## config.mk

```make
export PLATFORM = sky130hd
export DESIGN_NAME = pc_redirect_unit
export DESIGN_NICKNAME = d
export VERILOG_FILES = /design/src/rtl/pc_redirect_unit.sv
export SDC_FILE = /design/constraint.sdc
export NUM_CORES = 1
export LEC_CHECK = 0
export ABC_CLOCK_PERIOD_IN_PS = 4800
export CORE_UTILIZATION = 25
export CTS_CLUSTER_SIZE = 8
export DETAILED_ROUTE_END_ITERATION = 10
export PLACE_DENSITY = 0.56
export SKIP_LAST_GASP = 1
export SLEW_MARGIN = 10
export SYNTH_ARGS = -nofsm -noshare
export SYNTH_HDL_FRONTEND = slang
export SYNTH_SLANG_ARGS = --single-unit
```

## constraint.sdc

```tcl
create_clock -name clk -period 4.8 [get_ports clk]
set_input_delay 0.72 -clock clk [delete_from_list [all_inputs] [get_ports clk]]
set_output_delay 0.72 -clock clk [all_outputs]
set_load 0.02 [all_outputs]
```

## src/rtl/pc_redirect_unit.sv

```systemverilog
// rtl/pc_redirect_unit.sv - IF-stage program counter with stall hold and branch redirect
//
// Purpose:
//   Holds the fetch PC and selects its next value. The PC advances by PC_STEP,
//   freezes under stall, or is redirected to a taken-branch target from EX.
//   A redirect that arrives while stalled is parked in pending_target and
//   applied on the first unstalled cycle. The flush pulses squash the
//   wrong-path instructions in IF/ID and ID/EX in the cycle the redirect is
//   applied.
//
// Optional feature:
//   PC_MISALIGN_TRAP_EN - adds registered output misalign_fault, raised for one
//   cycle after a redirect to a target whose bits [1:0] are not zero.
//
// Ports:
//   clk              in   rising-edge clock
//   rst              in   asynchronous active-high reset
//   stall            in   hazard freeze: PC holds, no redirect is applied
//   branch_taken     in   EX reports a taken branch/jump this cycle
//   branch_address   in   EX branch target (32 bits)
//   pc_out           out  current fetch address (registered)
//   pc_plus4         out  pc_out + PC_STEP (combinational, wraps)
//   flush_if_id      out  squash IF/ID this cycle
//   flush_id_ex      out  squash ID/EX this cycle
//   redirect_pending out  a taken branch is parked while stalled (registered)
//   misalign_fault   out  (PC_MISALIGN_TRAP_EN only) misaligned redirect seen

module pc_redirect_unit #(
  parameter logic [31:0] RESET_PC = 32'h0000_0000,
  parameter int          PC_STEP  = 4
) (
  input  logic        clk,
  input  logic        rst,
  input  logic        stall,
  input  logic        branch_taken,
  input  logic [31:0] branch_address,
  output logic [31:0] pc_out,
  output logic [31:0] pc_plus4,
  output logic        flush_if_id,
  output logic        flush_id_ex,
  output logic        redirect_pending
`ifdef PC_MISALIGN_TRAP_EN
  ,
  output logic        misalign_fault
`endif
);

  logic [31:0] pending_target;
  logic        redirect_valid;
  logic [31:0] redirect_target;
  logic        redirect_apply;

  logic [31:0] pc_next;
  logic [31:0] pending_target_next;
  logic        redirect_pending_next;

  // A fresh branch from EX is newer than anything parked, so it wins.
  assign redirect_valid  = branch_taken | redirect_pending;
  assign redirect_target = branch_taken ? branch_address : pending_target;
  assign redirect_apply  = ~stall & redirect_valid;

  assign pc_plus4 = pc_out + 32'(PC_STEP);

  // Gated by rst so a branch_taken seen during reset cannot squash anything.
  assign flush_if_id = redirect_apply & ~rst;
  assign flush_id_ex = redirect_apply & ~rst;

  always_comb begin
    pc_next               = pc_out;
    pending_target_next   = pending_target;
    redirect_pending_next = redirect_pending;
    if (stall) begin
      if (redirect_valid) begin
        pending_target_next   = redirect_target;
        redirect_pending_next = 1'b1;
      end
    end else if (redirect_valid) begin
      pc_next               = redirect_target;
      redirect_pending_next = 1'b0;
    end else begin
      pc_next = pc_plus4;
    end
  end

  always_ff @(posedge clk or posedge rst) begin
    if (rst) begin
      pc_out           <= RESET_PC;
      pending_target   <= 32'h0000_0000;
      redirect_pending <= 1'b0;
    end else begin
      pc_out           <= pc_next;
      pending_target   <= pending_target_next;
      redirect_pending <= redirect_pending_next;
    end
  end

`ifdef PC_MISALIGN_TRAP_EN
  // Target is still loaded; the fault only reports it, for one cycle.
  always_ff @(posedge clk or posedge rst) begin
    if (rst) begin
      misalign_fault <= 1'b0;
    end else begin
      misalign_fault <= redirect_apply & (redirect_target[1:0] != 2'b00);
    end
  end
`endif

endmodule

```

== Word level (Yosys, flattened, before mapping) ==
Cells that the tools add are included.
W data, S select, Z words.
Cells by class
  add/sub/neg operators: 1
  mux-type cells: 5
  bitwise operators: 5
  reductions and logical operators: 1
Operators with widths (number)
  $mux W32: 2
  $add A32 B3 Y32 const B: 1
  $mux W1: 3
  $and A1 B1 Y1: 2
  $not A1 Y1: 2
  $reduce_and A2 Y1: 1
  $or A1 B1 Y1: 1
Storage, ports and cells
  register bits: 65
  bits of input ports: 36
  output and inout port bits: 67
  word-level logic and storage cells: 15

== Depth between registers and ports, before layout ==
  depth after elaboration: 3
  mapped depth: 6
  depth with buffers taken out: 5

== Worst setup path before layout ==
Ideal clock, no wire load.
  path kind: in2out
  from: input port stall
  to: output port flush_if_id
  arrival time: 2.104 ns
  required time: 4.080 ns
  path slack: 1.976 ns
  stages: 5
  buffers on the path: 4
  path through: clkbuf_1 > clkbuf_1 > clkbuf_1 > nor3_1 > buf_4
On the way
  cells in the longest elaborated chain, start to end: 3
RTL lines
  start: declaration: line 34  | input logic stall,
  $not A1 Y1: line 60  | assign redirect_apply = ~stall & redirect_valid;
  $and A1 B1 Y1: line 60
  $and A1 B1 Y1
  end: declaration: line 39  | output logic flush_if_id,
No other way between the ends.

== Worst setup path after layout ==
  from: register pc_out[2]
  to: output port pc_plus4[20]
On the way
  cells in the longest elaborated chain, start to end: 1
RTL lines
  start: declaration: line 37  | output logic [31:0] pc_out,
  start signal: assignment: line 91  | pc_out <= pc_next;
  $add A32 B3 Y32: line 62  | assign pc_plus4 = pc_out + 32'(PC_STEP);
  end: declaration: line 38  | output logic [31:0] pc_plus4,
No other way between the ends.

==> summary.txt <==
Clock network
  – # Post-CTS Setup Buffers: 0
  – Hold_buf cts: 0
  – Worst skew pair latency: 340 ps
  – # clock sinks: 65
  – CTS clk-pin slew, worst paths: 50 ps
  – PostCTS Resize Cnt: 0
  – Clk buf depth: 2
  – CTS H-tree lvls: 3
  – TritonCTS clock tree: yes
  – Clock Tree Root: clkbuf_16
  – TritonCTS Buffers: 9

Logic synthesis
  – Post-synth EDFFs: 0
  – Post-Syn Area: 4100 sq um
  – Post-synthesis sequential area ratio: 39.7%
  – Ys async rst share: 100%
  – Yosys top cell by area: dfrtp_1
  – Mux share of post-synthesis cell area: 9.58%
  – Commonest cells in the netlist: 65 x dfrtp_1, 42 x nand2_1, 31 x a21oi_1, 31 x o21ai_0, 26 x mux2_2
  – Synthesized-area fraction occupied by adder cells: 0.305%
  – Compound-Gate Fraction of Synth Area: 18.4%
  – Synth Area in Simple Gates: 20.9%
  – Largest family of logic cells by synthesized area: simple AND/OR/NAND/NOR gates
  – Synth cell types: 63
  – Area contributors post-synth: dfrtp_1 40%, mux2_2 7.1%, nand2_1 3.8%, a21oi_1 3.8%, o21ai_0 3.8%
  – Count leader, synth: dfrtp_1
  – Syn. warnings: 0
  – Avg Synthesized Cell Area: 9.36 sq um
  – Post-Synth XOR/XNOR Area: 5.56%
  – Main synth FF type: dfrtp_1
  – Syn Inst Count: 438
  – Yosys top cell area share: 39.7%
  – Mapped Nets: 475
  – Flop and latch count out of synthesis: 65

STA
  – # setup viols final: 0
  – Tcrit/Tclk final: 78.3%
  – Setup slack after layout: 1040 ps
  – Final setup TNS: 0 ps
  – Fmax: 0.266 GHz
  – Minimum clock period: 3760 ps
  – Rel. slew slack: 40.3%
  – Hold_ws: 477 ps
  – Worst slew pin tran: 894 ps
  – Hold Vio Cnt, Final: 0
  – Max-slew violations: 0
  – Clock skew: 6.96 ps
  – RSZ-0062 raised after global routing: no

Finish
  – Layout cell share with drive strength beyond 1: 13.5%
  – Number of diodes: 0
  – Synth-to-Final Area Change: 34.6%
  – Layout Utilization: 34.6%
  – FILL cells: 1,620
  – Fin nets: 556

Placed design
  – Worst slack at placement: 1370 ps
  – Post-detail-place hpwl: 9.09 mm
  – I/O Buffers: 102
  – RePlAce Congestion: 0.814

GRT
  – First-pass GRT wire length: 20.7 mm
  – Gr usage total: 16.4%
  – Largest net degree at the start of global routing: 50
  – Vias in the first global route: 3,617
  – Initial antenna violation count: 0
  – GR Overflow Total: 0

Setup path
  – Maximum fanout along the worst path: 9
  – Crit start category: flop
  – Worst setup path category: reg -> out
  – Crit path capture type: output port
  – CP Data Arrival Time: 3040 ps
  – Worst endpoint required time: 4080 ps

Drt
  – Drt first pass iters: 4
  – Iteration-0 DRC count of the detailed router: 224
  – Vias per Instance: 5.04
  – Routed WL: 13.1 mm
  – Antenna Nets Post-Route: 0
  – Routed len/inst: 17.7 um
  – Post-route DRC: 0
  – DR vias: 3,726

Power
  – Power Total: 2.02 mW
  – Int Pwr: 1.32 mW
  – Switching pwr: 0.691 mW
  – Max IR drop VDD: 0.179 mV
  – Clk pwr share: 30.4%
  – Leak pwr: 2.13 nW
  – Cell area power density: 365 nW/um^2
  – Switching share of power: 34.3%
  – Combinational power share: 32.0%
  – Reg power frac: 37.6%

Floorplan
  – DIE WIDTH: 130 um
  – Initial core utilization: 25.7%
  – Die ar.: 16,900 sq um
  – Site row count: 46
  – Ports: 103
  – Die Height: 130 um
  – Core area: 15,900 sq um

Outcome
  – Status: complete, no violations

Min path
  – Hold Path Class: reg -> reg

Flow run
  – Max Cap Violations: 0
worst max-delay path, stage by stage, from the launching register on:
cell,delay [ps]
dfrtp_1,440
ha_1,300
nand4_1,300
nor4_4,590
and3_1,290
xor2_1,150
clkdlybuf4s50_1,610
layout make-up:
cell class | instances | area [sq um] | share of cell area (%)
clock buffer | 13 | 260 | 4.72
clock inverter | 3 | 15.0 | 0.272
inverter | 11 | 41.3 | 0.748
multi-input combinational | 324 | 2250 | 40.7
sequential | 65 | 1630 | 29.5
tap | 216 | 270 | 4.90
timing repair buffer | 108 | 1060 | 19.1
cell families after synthesis:
kind of cell	count (synthesis)
buf+inv	49
fa+ha+maj	1
compound gates	118
simple gates	143
mux	36
flops	65
xor+xnor	26
flip-flops by register name, summed over array words and instances, names as in the netlist:
register,cells
pc_out,32
pending_target,32
redirect_pending,1
power groups by stage:
stage	sequential [mW]	combinational [mW]	clock, mW
floorplan	0.771	0.340	0
global placement	0.756	0.645	0
detailed placement	0.765	0.649	0
CTS	0.755	0.652	0.631
global route	0.773	0.698	0.651
finish	0.758	0.645	0.613
placed cells by master, fill, tap and decap left out, types with 9 or more instances in the layout:
| cell type | count |
|---|---|
| nand2_1 | 42 |
| nand4_1 | 9 |
| dfrtp_1 | 65 |
| mux2_2 | 26 |
| xnor2_1 | 17 |
| inv_1 | 9 |
| mux2i_1 | 10 |
| a21oi_1 | 31 |
| xor2_1 | 9 |
| nor3_1 | 11 |
| nor2_1 | 16 |
| o21ai_0 | 31 |
| nand3_1 | 9 |
| a22oi_1 | 11 |
| clkdlybuf4s50_1 | 100 |
| clkbuf_16 | 9 |
metal layers:
layer / up-vias / part of all wire (%) / global-route usage, % / routed length, um
li1: 1774 / - / - / -
met1: 1812 / 48 / 23.0 / 6240
met2: 119 / 45 / 24.2 / 5880
met3: 21 / 6.1 / 4.51 / 799
met4: 0 / 1.6 / 5.47 / 206
met5: - / 0 / 0 / 0
final timing paths:
kind	start	end	slack (ps)	cells after the start
setup / recovery	pc_out[2]	pc_plus4[20]	1040	6
max in group asynchronous	rst	pc_out[1]	2960	3
hold reg to reg	pending_target[10]	pending_target[10]	480	2
setup reg to reg	pc_out[2]	pc_out[22]	2540	5
hold / removal	pending_target[10]	pending_target[10]	480	2
min in group asynchronous	rst	pending_target[2]	860	2
per-stage QoR:
step	instances	area, sq um
after floorplan	438	4100
after detailed placement	724	5240
final	740	5520
after global routing	740	5520
after CTS	740	5520
after global placement	724	5240
Note: power is estimated with default switching activity, not from simulation.
